===== config.mk =====
export PLATFORM = sky130hd
export DESIGN_NAME = sumador_serie_nibbles
export DESIGN_NICKNAME = d
export VERILOG_FILES = /design/src/rtl/sumador_serie_nibbles_pkg.sv /design/src/rtl/sumadorCarryLook_4bits.sv /design/src/rtl/sumador_serie_nibbles.sv
export SDC_FILE = /design/constraint.sdc
export NUM_CORES = 1
export LEC_CHECK = 0
export ABC_AREA = 1
export CORE_MARGIN = 4
export CORE_UTILIZATION = 51
export DETAILED_ROUTE_END_ITERATION = 12
export PLACE_DENSITY = 0.89
export RECOVER_POWER = 100
export SLEW_MARGIN = 30
export SYNTH_ARGS = -nofsm -noshare
export SYNTH_HDL_FRONTEND = slang
export SYNTH_HIERARCHICAL = 1
export SYNTH_SLANG_ARGS = --single-unit

===== constraint.sdc =====
create_clock -name clk -period 1.9 [get_ports clk]
set_clock_uncertainty 0.05 [all_clocks]
set_input_delay 0.19 -clock clk [delete_from_list [all_inputs] [get_ports clk]]
set_output_delay 0.19 -clock clk [all_outputs]
set_load 0.005 [all_outputs]

===== src/rtl/sumador_serie_nibbles_pkg.sv =====
// Shared definitions for the nibble-serial adder: FSM state encoding and nibble width.
package sumador_serie_nibbles_pkg;

  localparam int NIBBLE = 4;

  // Code 2'd3 is unused and falls back to REPOSO in the next-state logic
  typedef enum logic [1:0] {
    REPOSO    = 2'd0,
    SUMANDO   = 2'd1,
    RESULTADO = 2'd2
  } estado_t;

endpackage


===== src/rtl/sumadorCarryLook_4bits.sv =====
// 4-bit carry-lookahead adder used as the nibble adder by sumador_serie_nibbles.
module sumadorCarryLook_4bits (
  input  logic [3:0] A,
  input  logic [3:0] B,
  input  logic       Ci,
  output logic [3:0] S,
  output logic       Co
);

  logic [3:0] g;
  logic [3:0] p;
  logic [4:0] c;

  // Every carry is expanded from generate/propagate terms instead of rippling
  always_comb begin
    g    = A & B;
    p    = A ^ B;
    c[0] = Ci;
    c[1] = g[0] | (p[0] & Ci);
    c[2] = g[1] | (p[1] & g[0]) | (p[1] & p[0] & Ci);
    c[3] = g[2] | (p[2] & g[1]) | (p[2] & p[1] & g[0]) | (p[2] & p[1] & p[0] & Ci);
    c[4] = g[3] | (p[3] & g[2]) | (p[3] & p[2] & g[1]) | (p[3] & p[2] & p[1] & g[0])
         | (p[3] & p[2] & p[1] & p[0] & Ci);
    S    = p ^ c[3:0];
    Co   = c[4];
  end

endmodule


===== src/rtl/sumador_serie_nibbles.sv =====
// ANCHO-bit adder that feeds one nibble per cycle through a single 4-bit CLA, LSB first.
// Optional macro SUMADOR_SERIE_OVERFLOW_EN adds the two's-complement overflow output Ov.
module sumador_serie_nibbles
  import sumador_serie_nibbles_pkg::*;
#(
  parameter  int ANCHO   = 16,
  localparam int NIBBLES = ANCHO / NIBBLE
) (
  input  logic             clk,
  input  logic             rst,
  input  logic             in_valid,
  output logic             in_ready,
  input  logic [ANCHO-1:0] A,
  input  logic [ANCHO-1:0] B,
  input  logic             Ci,
  output logic             out_valid,
  input  logic             out_ready,
  output logic [ANCHO-1:0] S,
  output logic             Co
`ifdef SUMADOR_SERIE_OVERFLOW_EN
  ,
  output logic             Ov
`endif
);

  localparam int IW = (NIBBLES > 1) ? $clog2(NIBBLES) : 1;

  estado_t          estado;
  estado_t          estado_sig;
  logic [ANCHO-1:0] op_a;
  logic [ANCHO-1:0] op_b;
  logic [ANCHO-1:0] s_reg;
  logic             carry;
  logic [IW-1:0]    idx;
  logic             ultimo;
  logic [3:0]       nib_s;
  logic             nib_co;

  assign ultimo = (idx == IW'(NIBBLES - 1));

  // Operands are shifted right each pass, so the active nibble always sits in bits [3:0]
  sumadorCarryLook_4bits u_nibble (
    .A  (op_a[NIBBLE-1:0]),
    .B  (op_b[NIBBLE-1:0]),
    .Ci (carry),
    .S  (nib_s),
    .Co (nib_co)
  );

  always_ff @(posedge clk) begin
    if (rst) estado <= REPOSO;
    else     estado <= estado_sig;
  end

  always_comb begin
    estado_sig = estado;
    in_ready   = 1'b0;
    out_valid  = 1'b0;
    case (estado)
      REPOSO: begin
        in_ready = 1'b1;
        if (in_valid) estado_sig = SUMANDO;
      end
      SUMANDO: begin
        if (ultimo) estado_sig = RESULTADO;
      end
      RESULTADO: begin
        out_valid = 1'b1;
        if (out_ready) estado_sig = REPOSO;
      end
      default: estado_sig = REPOSO;
    endcase
  end

  always_ff @(posedge clk) begin
    if (rst) begin
      op_a  <= '0;
      op_b  <= '0;
      s_reg <= '0;
      carry <= 1'b0;
      idx   <= '0;
    end else begin
      case (estado)
        REPOSO: begin
          if (in_valid) begin
            op_a  <= A;
            op_b  <= B;
            carry <= Ci;
            idx   <= '0;
          end
        end
        SUMANDO: begin
          s_reg[NIBBLE*idx +: NIBBLE] <= nib_s;
          carry <= nib_co;
          op_a  <= op_a >> NIBBLE;
          op_b  <= op_b >> NIBBLE;
          idx   <= idx + IW'(1);
        end
        default: ;
      endcase
    end
  end

  assign S  = s_reg;
  assign Co = carry;

`ifdef SUMADOR_SERIE_OVERFLOW_EN
  logic a_msb;
  logic b_msb;
  logic ov_reg;

  // Operand sign bits are kept aside because the operand registers get shifted away
  always_ff @(posedge clk) begin
    if (rst) begin
      a_msb  <= 1'b0;
      b_msb  <= 1'b0;
      ov_reg <= 1'b0;
    end else if (estado == REPOSO && in_valid) begin
      a_msb <= A[ANCHO-1];
      b_msb <= B[ANCHO-1];
    end else if (estado == SUMANDO && ultimo) begin
      ov_reg <= (a_msb == b_msb) && (nib_s[NIBBLE-1] != a_msb);
    end
  end

  assign Ov = ov_reg;
`endif

endmodule


==> results of run 1 <==
[sequential cells by signal, summed over array words and instances, names as in the netlist]
signal  cells
Co          1
op_b       16
estado      2
op_a       16
idx         2
S          16
[synthesized netlist by cell type]
cell type	count	share of area (%)
sky130_fd_sc_hd__dfxtp_1	53	40
sky130_fd_sc_hd__nand3_1	12	2.3
sky130_fd_sc_hd__a211oi_2	1	0.47
sky130_fd_sc_hd__nand4_1	2	0.47
sky130_fd_sc_hd__nor2_1	37	5.2
sky130_fd_sc_hd__o21ai_0	32	6.0
sky130_fd_sc_hd__a21oi_1	45	8.5
sky130_fd_sc_hd__or2_2	3	0.71
sky130_fd_sc_hd__or2_1	14	3.3
sky130_fd_sc_hd__buf_4	1	0.28
sky130_fd_sc_hd__a21oi_2	8	2.6
sky130_fd_sc_hd__inv_2	2	0.28
sky130_fd_sc_hd__clkbuf_1	8	1.1
sky130_fd_sc_hd__ha_1	9	4.3
sky130_fd_sc_hd__nand2_2	2	0.47
sky130_fd_sc_hd__nand2_1	80	11
sky130_fd_sc_hd__nor2_2	1	0.24
sky130_fd_sc_hd__fa_1	1	0.76
sky130_fd_sc_hd__nor3_1	1	0.19
sky130_fd_sc_hd__buf_6	4	1.7
sky130_fd_sc_hd__or2_0	7	1.7
sky130_fd_sc_hd__inv_1	50	7.1
sky130_fd_sc_hd__xnor2_1	1	0.33
sky130_fd_sc_hd__buf_2	3	0.57
[worst max-delay path, delay by kind of cell, from the launching register on]
family | cells | cell delay, ns
DFF | 1 | 0.33
adders and majority gates | 1 | 0.36
and+or+nand+nor | 7 | 0.83
AOI/OAI and AO/OA | 1 | 0.14
[where the power goes]
group | switching (mW) | leakage, nW | internal (mW) | total, mW
clock network | 0.355 | 0.0540 | 0.383 | 0.739
logic | 0.271 | 1.02 | 0.217 | 0.488
registers | 0.0451 | 0.436 | 1.19 | 1.23
[logic make-up after synthesis]
logic type	count (synthesis)	synth area share, %
buffers and inverters	68	11.05
AOI/OAI and AO/OA	86	17.67
adders and majority gates	10	5.007
DFF	53	40.06
and+or+nand+nor	159	25.89
xor gates and xnor gates	1	0.3307
[final timing paths]
path | end | slack [ns]
min reg2reg | op_a[14]$_SDFFE_PP0P_ | 0.41
max reg2reg | S[15]$_SDFFE_PP0P_ | 0.13
min | op_a[15]$_SDFFE_PP0P_ | 0.39
max | S[15]$_SDFFE_PP0P_ | 0.13
[layout by cell type, fill, tap and decap left out]
cell type                         instances
sky130_fd_sc_hd__dfxtp_2                  1
sky130_fd_sc_hd__bufinv_16                1
sky130_fd_sc_hd__dlygate4sd3_1           19
sky130_fd_sc_hd__or2_1                   14
sky130_fd_sc_hd__a21oi_2                  3
sky130_fd_sc_hd__xnor2_1                  1
sky130_fd_sc_hd__clkinv_2                 1
sky130_fd_sc_hd__inv_1                   51
sky130_fd_sc_hd__o21ai_0                 32
sky130_fd_sc_hd__clkbuf_2                 1
sky130_fd_sc_hd__nand3_1                 12
sky130_fd_sc_hd__a21oi_1                 50
sky130_fd_sc_hd__nor2_1                  36
sky130_fd_sc_hd__clkdlybuf4s50_1         36
sky130_fd_sc_hd__buf_4                    4
sky130_fd_sc_hd__clkbuf_8                 5
sky130_fd_sc_hd__nand4_1                  2
sky130_fd_sc_hd__nor3_1                   1
sky130_fd_sc_hd__nand2_2                  1
sky130_fd_sc_hd__or2_0                    7
sky130_fd_sc_hd__ha_1                     9
sky130_fd_sc_hd__or2_2                    3
sky130_fd_sc_hd__inv_2                    1
sky130_fd_sc_hd__nor2_2                   2
sky130_fd_sc_hd__dfxtp_1                 52
sky130_fd_sc_hd__nand2_1                 81
sky130_fd_sc_hd__fa_1                     1
sky130_fd_sc_hd__a211oi_1                 1
[area by class of cell]
cell class,instances,area (um2)
Clock buffer,5,68.82
Clock inverter,2,35.03
Fill cell,440,1578
Inverter,52,195.2
Multi-Input combinational cell,256,1271
Sequential cell,53,1062
Tap cell,67,83.83
Timing Repair Buffer,60,585.6
[routing by layer]
metal	vias to the layer above	GRT usage (%)	part of all wire, %
met4	0	7.264	1.1
met5	-	0	0
li1	1283	-	-
met2	62	36.34	51
met1	1130	25.96	44
met3	7	3.475	3.8
[stage by stage]
| stage | cells | TNS [ns] | util, % |
|---|---|---|---|
| 4_1_cts | 495 | 0 | 68.18 |
| 3_3_place_gp | 488 | 0 | 66.05 |
| 5_1_grt | 495 | -0.002615 | 67.67 |
| 3_5_place_dp | 488 | 0 | 66.05 |
| 6_report | 495 | 0 | 67.67 |
| 2_1_floorplan | 377 | 0 | - |
[timing repair]
item | in CTS | in global routing
gates resized for setup | 0 | 3
hold buffers | 0 | 0
setup endpoints to repair | 0 | 5
==> results.txt, run 1 <==
----------------------------------------------------
[Status]
  Outcome ... finished clean

[Timing]
  Hold slack ... 0.3857 ns
  Crit path setup slack, layout ... 0.1291 ns
  Minimum period implied by the final worst setup slack ... 1.771 ns
  Final clock period utilization by the worst path ... 93.20%
  Worst rel slew slack ... 62.24%
  Peak clock frequency supported by timing ... 564.7 MHz
  Number of endpoints with negative hold slack in the final report ... 0
  Total count of max-transition violations in the final report ... 0
  Number of setup violations in the final report ... 0
  Worst slew pin tran ... 0.5655 ns

[Global routing]
  GR Overflow Total ... 0
  First-pass GRT wire length ... 10750 um
  Number of antenna violations at the first check in global routing ... 0
  Combined global-route utilization of all metal layers ... 20.90%
  Largest net degree at the start of global routing ... 34
  Via count of the first global-routing pass ... 2349

[Synth]
  Synthesized flop and latch total ... 53
  Nets in the synthesized netlist ... 424
  Yosys warns ... 6
  Cell count after synthesis ... 377
  Part of the Yosys area used for sequential elements ... 40.06%
  Count of unique library cells instantiated by Yosys ... 24
  Post-synthesis average cell area ... 7.026 um2
  Post-Syn Area ... 0.002649 mm2

[Placed design]
  HPWL after DPL ... 4247 um
  # port buffers ... 55
  GP Congestion ... 0.8350
  Pre-CTS WS ... 0.1696 ns
  Post-place instance area ... 0.003223 mm2

[Routing]
  Routed length per instance ... 12.55 um
  DR vias ... 2482
  Number of nets with antenna violations after routing ... 0
  Number of DRC violations after detailed routing ... 0
  Count of TritonRoute iterations in the first routing pass ... 4
  Mean number of vias per cell ... 5.014
  DRC marker count from the first detailed-route iteration ... 206
  Sum of routed wire length over all layers ... 6212 um

[Floorplan]
  Starting Density ... 54.28%
  Chip height ... 80.07 um
  Die extent in x ... 80.07 um
  Number of placed I/O pins ... 56
  Core Area ... 0.004880 mm2
  Die Footprint ... 0.006410 mm2
  Standard-cell rows ... 25

[Power]
  Static Leakage ... 1.508 nW
  Maximum resistive drop on vdd ... 0.4527 mV
  Areal power density over the cells ... 744.2 mW/mm2
  PnR Total Power ... 2.457 mW

[Final layout]
  Fraction of layout cells with a size suffix above 1 ... 5.374%
  Fin nets ... 475
  Layout overhead on the synthesized area ... 24.66%
  Number of antenna cells inserted ... 0
  Area of all placed cells without fillers ... 0.003302 mm2

[Critical path]
  Crit start category ... flop
  List of cells traversed by the critical path ... ha_1, or2_0, nand2_1, nand3_1, nand2_1, nand2_1, nor2_2, nand2_1, a21oi_1
  Worst reg2reg path depth ... 9
  Crit Reg-Reg Startpoint ... op_a[2]$_SDFFE_PP0P_
  Delay contributed by the slowest stage of the critical path ... 0.36 ns
  Critical path class ... flop to flop
  Cell mode on critical path ... sky130_fd_sc_hd__nand2_1
  Arrival time at the worst endpoint ... 1.95 ns
  Worst EP required ... 2.08 ns
  Maximum fanout encountered on the critical timing path ... 5
  Slowest cell on crit path ... sky130_fd_sc_hd__ha_1
  CP endpoint kind ... flop
  Launching element of the worst setup path ... op_a[2]$_SDFFE_PP0P_

[Clocking]
  CTS root buffer ... sky130_fd_sc_hd__clkbuf_8
  Clock net sink count ... 53
  Post-CTS setup buffer count ... 0
  Maximum root-to-sink buffer count ... 2
  Number of CTS-inserted buffers ... 5
  Clock tree from TritonCTS ... yes
  Clock slew at the register clock pins of the worst setup and hold paths ... 0.09 ns
  H-tree levels ... 2
  Insertion delay to the later sink of the worst-skew pair ... 0.30 ns

[Run]
  Max-cap violations ... 0

[Min path]
  Hold Path Depth ... 3
  Worst min-delay path startpoint ... A[15]
  Type of the most critical hold path ... input pin to flop

----------------------------------------------------
Power figures use the tool's default switching activity.
==> inputs of run 2 (changes only) <==
Settings changed: CAP_MARGIN set to 40, CELL_PAD_IN_SITES_DETAIL_PLACEMENT set to 0, CELL_PAD_IN_SITES_GLOBAL_PLACEMENT set to 1, CORE_UTILIZATION 51 to 36.
==> run 2 against run 1 <==
Effect of this change: count of clock-buffer cells in the layout unchanged; first-iteration DRC count decreased by 67%; critical endpoint is now out_valid; cell count increased by 6.7%; worst setup slack better by 0.040 ns; cell area grew 1.7%; sequential share of layout area decreased by 0.54 points; via count fell by 2.1%; largest cell class unchanged.
==> results.txt, run 2 (same netlist as run 1, synthesis figures left out) <==
----------------------------------------------------
[Status]
  Outcome ... finished clean

[Global routing]
  Global-route layer with the greatest usage ... met2
  Largest net degree at the start of global routing ... 34
  GR Overflow Total ... 0
  GR met2 Demand/Resource ... 23.60%
  First-pass GRT wire length ... 10020 um
  GR met1 Demand/Resource ... 18.08%
  Via count of the first global-routing pass ... 2260
  Number of antenna violations at the first check in global routing ... 0
  Global routing met3 resource utilization ... 2.644%
  Combined global-route utilization of all metal layers ... 14.06%

[Critical path]
  Critical path class ... flop to primary output
  Crit Reg-Reg Startpoint ... Co$_SDFFE_PP0P_
  Crit start category ... flop
  Maximum fanout encountered on the critical timing path ... 4
  Register-to-register path setup slack ... 0.21 ns
  Worst reg2reg path depth ... 7
  Arrival time at the worst endpoint ... 1.49 ns
  Worst EP required ... 1.66 ns
  Worst reg2reg path endpoint ... S[5]$_SDFFE_PP0P_
  CP endpoint kind ... primary output

[Final layout]
  Fraction of layout cells with a size suffix above 1 ... 7.459%
  Commonest non-fill, non-tap cell in the layout ... sky130_fd_sc_hd__nand2_1
  Multi-input combinational cell area ... 0.001300 mm2
  Post-layout util ... 46.55%
  Number of antenna cells inserted ... 0
  Commonest cells after routing, fill and taps aside ... sky130_fd_sc_hd__nand2_1, sky130_fd_sc_hd__dfxtp_1, sky130_fd_sc_hd__inv_1
  Area used by sequential logic in the layout ... 0.001062 mm2
  Fin nets ... 475
  Layout overhead on the synthesized area ... 26.78%
  Area of all placed cells without fillers ... 0.003358 mm2
  Filler instances ... 771

[Placed design]
  HPWL after DPL ... 4333 um
  # port buffers ... 55
  Post-place instance area ... 0.003263 mm2
  GP Congestion ... 0.8384
  Pre-CTS WS ... 0.1165 ns

[Clocking]
  Number of CTS-inserted buffers ... 5
  CTS root buffer ... sky130_fd_sc_hd__clkbuf_8
  Maximum root-to-sink buffer count ... 2
  Clock slew at the register clock pins of the worst setup and hold paths ... 0.10 ns
  Clock tree from TritonCTS ... yes
  H-tree levels ... 2
  Clock net sink count ... 53
  Post-cts hold buffer count ... 0
  Insertion delay to the later sink of the worst-skew pair ... 0.31 ns

[Routing]
  Count of TritonRoute iterations in the first routing pass ... 4
  Number of DRC violations after detailed routing ... 0
  Number of nets with antenna violations after routing ... 0
  DRC marker count from the first detailed-route iteration ... 68
  Routed length per instance ... 11.30 um
  Sum of routed wire length over all layers ... 5964 um
  Mean number of vias per cell ... 4.602
  DR vias ... 2430

[Timing]
  Number of endpoints with negative hold slack in the final report ... 0
  Crit path setup slack, layout ... 0.1692 ns
  Number of setup violations in the final report ... 0
  Hold slack ... 0.3815 ns
  Setup repair after global routing missed its margin ... false
  Worst slew pin tran ... 0.6199 ns
  Peak clock frequency supported by timing ... 577.8 MHz
  Total negative slack ... 0 ns
  Minimum period implied by the final worst setup slack ... 1.731 ns
  Final clock period utilization by the worst path ... 91.09%
  Total count of max-transition violations in the final report ... 0
  Worst rel slew slack ... 58.61%

[Min path]
  Hold Path Depth ... 3
  Worst min-delay path startpoint ... B[12]
  Type of the most critical hold path ... input pin to flop
  End of the worst hold path ... op_b[12]$_SDFFE_PP0P_

[Floorplan]
  Die extent in x ... 93.78 um
  Starting Density ... 36.72%
  Chip height ... 93.78 um
  Core Area ... 0.007214 mm2
  Die Footprint ... 0.008794 mm2
  Number of placed I/O pins ... 56
  Standard-cell rows ... 31

[Power]
  Areal power density over the cells ... 702.9 mW/mm2
  Maximum resistive drop on vdd ... 0.2949 mV
  Static Leakage ... 1.505 nW

[Run]
  Max-cap violations ... 0

----------------------------------------------------
==> run 2: area by class of cell <==
cell class,count,area share [%]
Inverter,52,5.812
Sequential cell,53,31.63
Timing Repair Buffer,60,17.44
Tap cell,99,3.689
Clock buffer,5,2.049
Multi-Input combinational cell,256,38.71
Clock inverter,3,0.6706
==> run 2: stage by stage <==
| stage | power, mW | std cells |
|---|---|---|
| after CTS | 2.398 | 528 |
| after detailed placement | 1.750 | 520 |
| final | 2.360 | 528 |
| after global placement | 1.740 | 520 |
| after floorplan | 1.572 | 377 |
| after global routing | 2.510 | 528 |
==> run 2: worst max-delay path by stage <==
stage | start | endpoint | slack, ns
floorplan | idx[0]$_SDFFE_PP0P_ | S[3]$_SDFFE_PP0P_ | 0.36
global placement | idx[0]$_SDFFE_PP0P_ | S[3]$_SDFFE_PP0P_ | 0.24
detailed placement | idx[0]$_SDFFE_PP0P_ | S[3]$_SDFFE_PP0P_ | 0.12
CTS | idx[0]$_SDFFE_PP0P_ | S[3]$_SDFFE_PP0P_ | 0.09
global route | estado[1]$_SDFFE_PP0P_ | out_valid | 0.06
finish | estado[1]$_SDFFE_PP0P_ | out_valid | 0.17
==> run 2: what timing repair did <==
action | in CTS | in global routing
gates resized for setup | 0 | 2
setup endpoints to repair | 0 | 5
setup buffers | 0 | 0
==> run 2: critical path, stage by stage, from the launching register on <==
cell,delay (ns)
sky130_fd_sc_hd__dfxtp_1,0.35
sky130_fd_sc_hd__inv_1,0.09
sky130_fd_sc_hd__nor2_1,0.15
sky130_fd_sc_hd__dlygate4sd3_1,0.59
==> run 2: power by group <==
part / internal (mW) / switching [mW] / total, mW
registers: 1.19 / 0.0428 / 1.23
logic: 0.221 / 0.269 / 0.490
clock network: 0.262 / 0.380 / 0.642
total: 1.67 / 0.691 / 2.36
==> run 2: layer usage <==
layer | share of wire, % | vias up | wire, um
li1 | - | 1285 | -
met1 | 47 | 1106 | 2796
met2 | 49 | 35 | 2929
met3 | 3.1 | 4 | 183
met4 | 0.92 | 0 | 55
met5 | 0 | - | 0
==> inputs of run 3 (changes only) <==
Settings changed: GPL_ROUTABILITY_DRIVEN set to 1, RECOVER_POWER 100 to unset.
==> run 3 against run 2 <==
Effect of this change: fmax grew 1.5%; clock power barely moved; largest cell class unchanged; wire length up 0.45%; die area stayed put; combinational power rose by 1%.
==> results.txt, run 3 (same netlist as run 1, synthesis figures left out) <==
----------------------------------------------------
[Global routing]
  First-pass GRT wire length ... 10020 um
  Largest net degree at the start of global routing ... 34
  Number of antenna violations at the first check in global routing ... 0
  GR Overflow Total ... 0
  Combined global-route utilization of all metal layers ... 14.06%
  Via count of the first global-routing pass ... 2260

[Final layout]
  Fraction of layout cells with a size suffix above 1 ... 7.459%
  Layout overhead on the synthesized area ... 26.88%
  Fin nets ... 475
  Commonest non-fill, non-tap cell in the layout ... sky130_fd_sc_hd__nand2_1
  Number of antenna cells inserted ... 0
  Commonest cells after routing, fill and taps aside ... sky130_fd_sc_hd__nand2_1, sky130_fd_sc_hd__clkdlybuf4s50_1, sky130_fd_sc_hd__dfxtp_1

[Routing]
  Number of DRC violations after detailed routing ... 0
  DRC marker count from the first detailed-route iteration ... 73
  Count of TritonRoute iterations in the first routing pass ... 4
  Routed length per instance ... 11.35 um
  DR vias ... 2431
  Mean number of vias per cell ... 4.604
  Sum of routed wire length over all layers ... 5991 um
  Number of nets with antenna violations after routing ... 0

[Clocking]
  Insertion delay to the later sink of the worst-skew pair ... 0.31 ns
  Clock tree from TritonCTS ... yes
  CTS root buffer ... sky130_fd_sc_hd__clkbuf_8
  Number of CTS-inserted buffers ... 5
  Clock net sink count ... 53
  H-tree levels ... 2
  Post-CTS setup buffer count ... 0
  Clock slew at the register clock pins of the worst setup and hold paths ... 0.10 ns
  Maximum root-to-sink buffer count ... 2

[Floorplan]
  Die extent in x ... 93.78 um
  Standard-cell rows ... 31
  Starting Density ... 36.72%
  Chip height ... 93.78 um
  Core Area ... 0.007214 mm2
  Number of placed I/O pins ... 56
  Die Footprint ... 0.008794 mm2

[Critical path]
  CP endpoint kind ... flop
  Cell mode on critical path ... sky130_fd_sc_hd__inv_1
  Delay contributed by the slowest stage of the critical path ... 0.42 ns
  Arrival time at the worst endpoint ... 1.90 ns
  Worst EP required ... 2.09 ns
  Crit start category ... flop
  Crit Reg-Reg Startpoint ... Co$_SDFFE_PP0P_
  Critical path class ... flop to flop
  List of cells traversed by the critical path ... inv_1, fa_1, xnor2_1, nand2_1, inv_1, nand3_1, a21oi_1
  Slowest cell on crit path ... sky130_fd_sc_hd__dfxtp_1
  Maximum fanout encountered on the critical timing path ... 5
  Launching element of the worst setup path ... Co$_SDFFE_PP0P_

[Timing]
  Hold slack ... 0.3819 ns
  Final clock period utilization by the worst path ... 89.75%
  Number of setup violations in the final report ... 0
  Total count of max-transition violations in the final report ... 0
  Worst slew pin tran ... 0.6287 ns
  Minimum period implied by the final worst setup slack ... 1.705 ns
  Total negative slack ... 0 ns
  Setup repair after global routing missed its margin ... false
  Number of endpoints with negative hold slack in the final report ... 0
  Peak clock frequency supported by timing ... 586.4 MHz
  Crit path setup slack, layout ... 0.1948 ns
  Worst rel slew slack ... 58.03%

[Min path]
  Type of the most critical hold path ... input pin to flop
  Worst min-delay path startpoint ... B[12]

[Status]
  Outcome ... finished clean

[Power]
  Maximum resistive drop on vdd ... 0.2941 mV
  Areal power density over the cells ... 703.9 mW/mm2
  PnR Total Power ... 2.366 mW
  Static Leakage ... 1.447 nW

[Placed design]
  Pre-CTS WS ... 0.1165 ns
  GP Congestion ... 0.8384
  HPWL after DPL ... 4333 um
  # port buffers ... 55

[Run]
  Max-cap violations ... 0

----------------------------------------------------
==> run 3: through the flow <==
step | utilization, % | instance area, um2 | std cells
detailed placement | 45.23 | 3263 | 520
floorplan | - | 2649 | 377
global placement | 45.23 | 3263 | 520
global route | 46.58 | 3361 | 528
finish | 46.58 | 3361 | 528
CTS | 46.50 | 3354 | 528
==> run 3: layout make-up <==
type,count,area (um2)
sequential,53,1062
timing repair buffer,60,588.1
inverter,52,195.2
tap,99,123.9
fill,770,3854
multi-input combinational,256,1300
clock inverter,3,22.52
clock buffer,5,68.82
==> run 3: final timing paths <==
check | endpoint | slack, ns | depth (start not counted)
hold / removal | op_b[12]$_SDFFE_PP0P_ | 0.38 | 3
setup reg to reg | S[5]$_SDFFE_PP0P_ | 0.19 | 7
setup / recovery | S[5]$_SDFFE_PP0P_ | 0.19 | 7
hold reg to reg | op_a[13]$_SDFFE_PP0P_ | 0.41 | 2
==> run 3: worst max-delay path, delay by kind of cell (launching register included) <==
kind,cells,cell delay (ns)
xor+xnor,1,0.33
fa+ha+maj,1,0.38
buf+inv,2,0.16
simple gates,2,0.18
compound gates,1,0.13
flops,1,0.42
==> run 3: what timing repair did <==
action | 4_1_cts | 5_1_grt
gates resized for setup | 0 | 2
hold buffers | 0 | 0
setup endpoints to repair | 0 | 5
hold endpoints to repair | 0 | 0
==> run 3: routing by layer <==
| metal | track usage [%] | vias up | part of all wire, % |
|---|---|---|---|
| met5 | 0 | - | 0 |
| met4 | 4.693 | 0 | 0.92 |
| met3 | 2.644 | 4 | 3.3 |
| met2 | 23.60 | 39 | 49 |
| met1 | 18.08 | 1103 | 47 |
| li1 | - | 1285 | - |
==> run 3: power breakdown <==
part	internal (mW)	total, mW	switching (mW)
registers	1.19	1.23	0.0432
clock network	0.262	0.640	0.378
logic	0.227	0.497	0.270
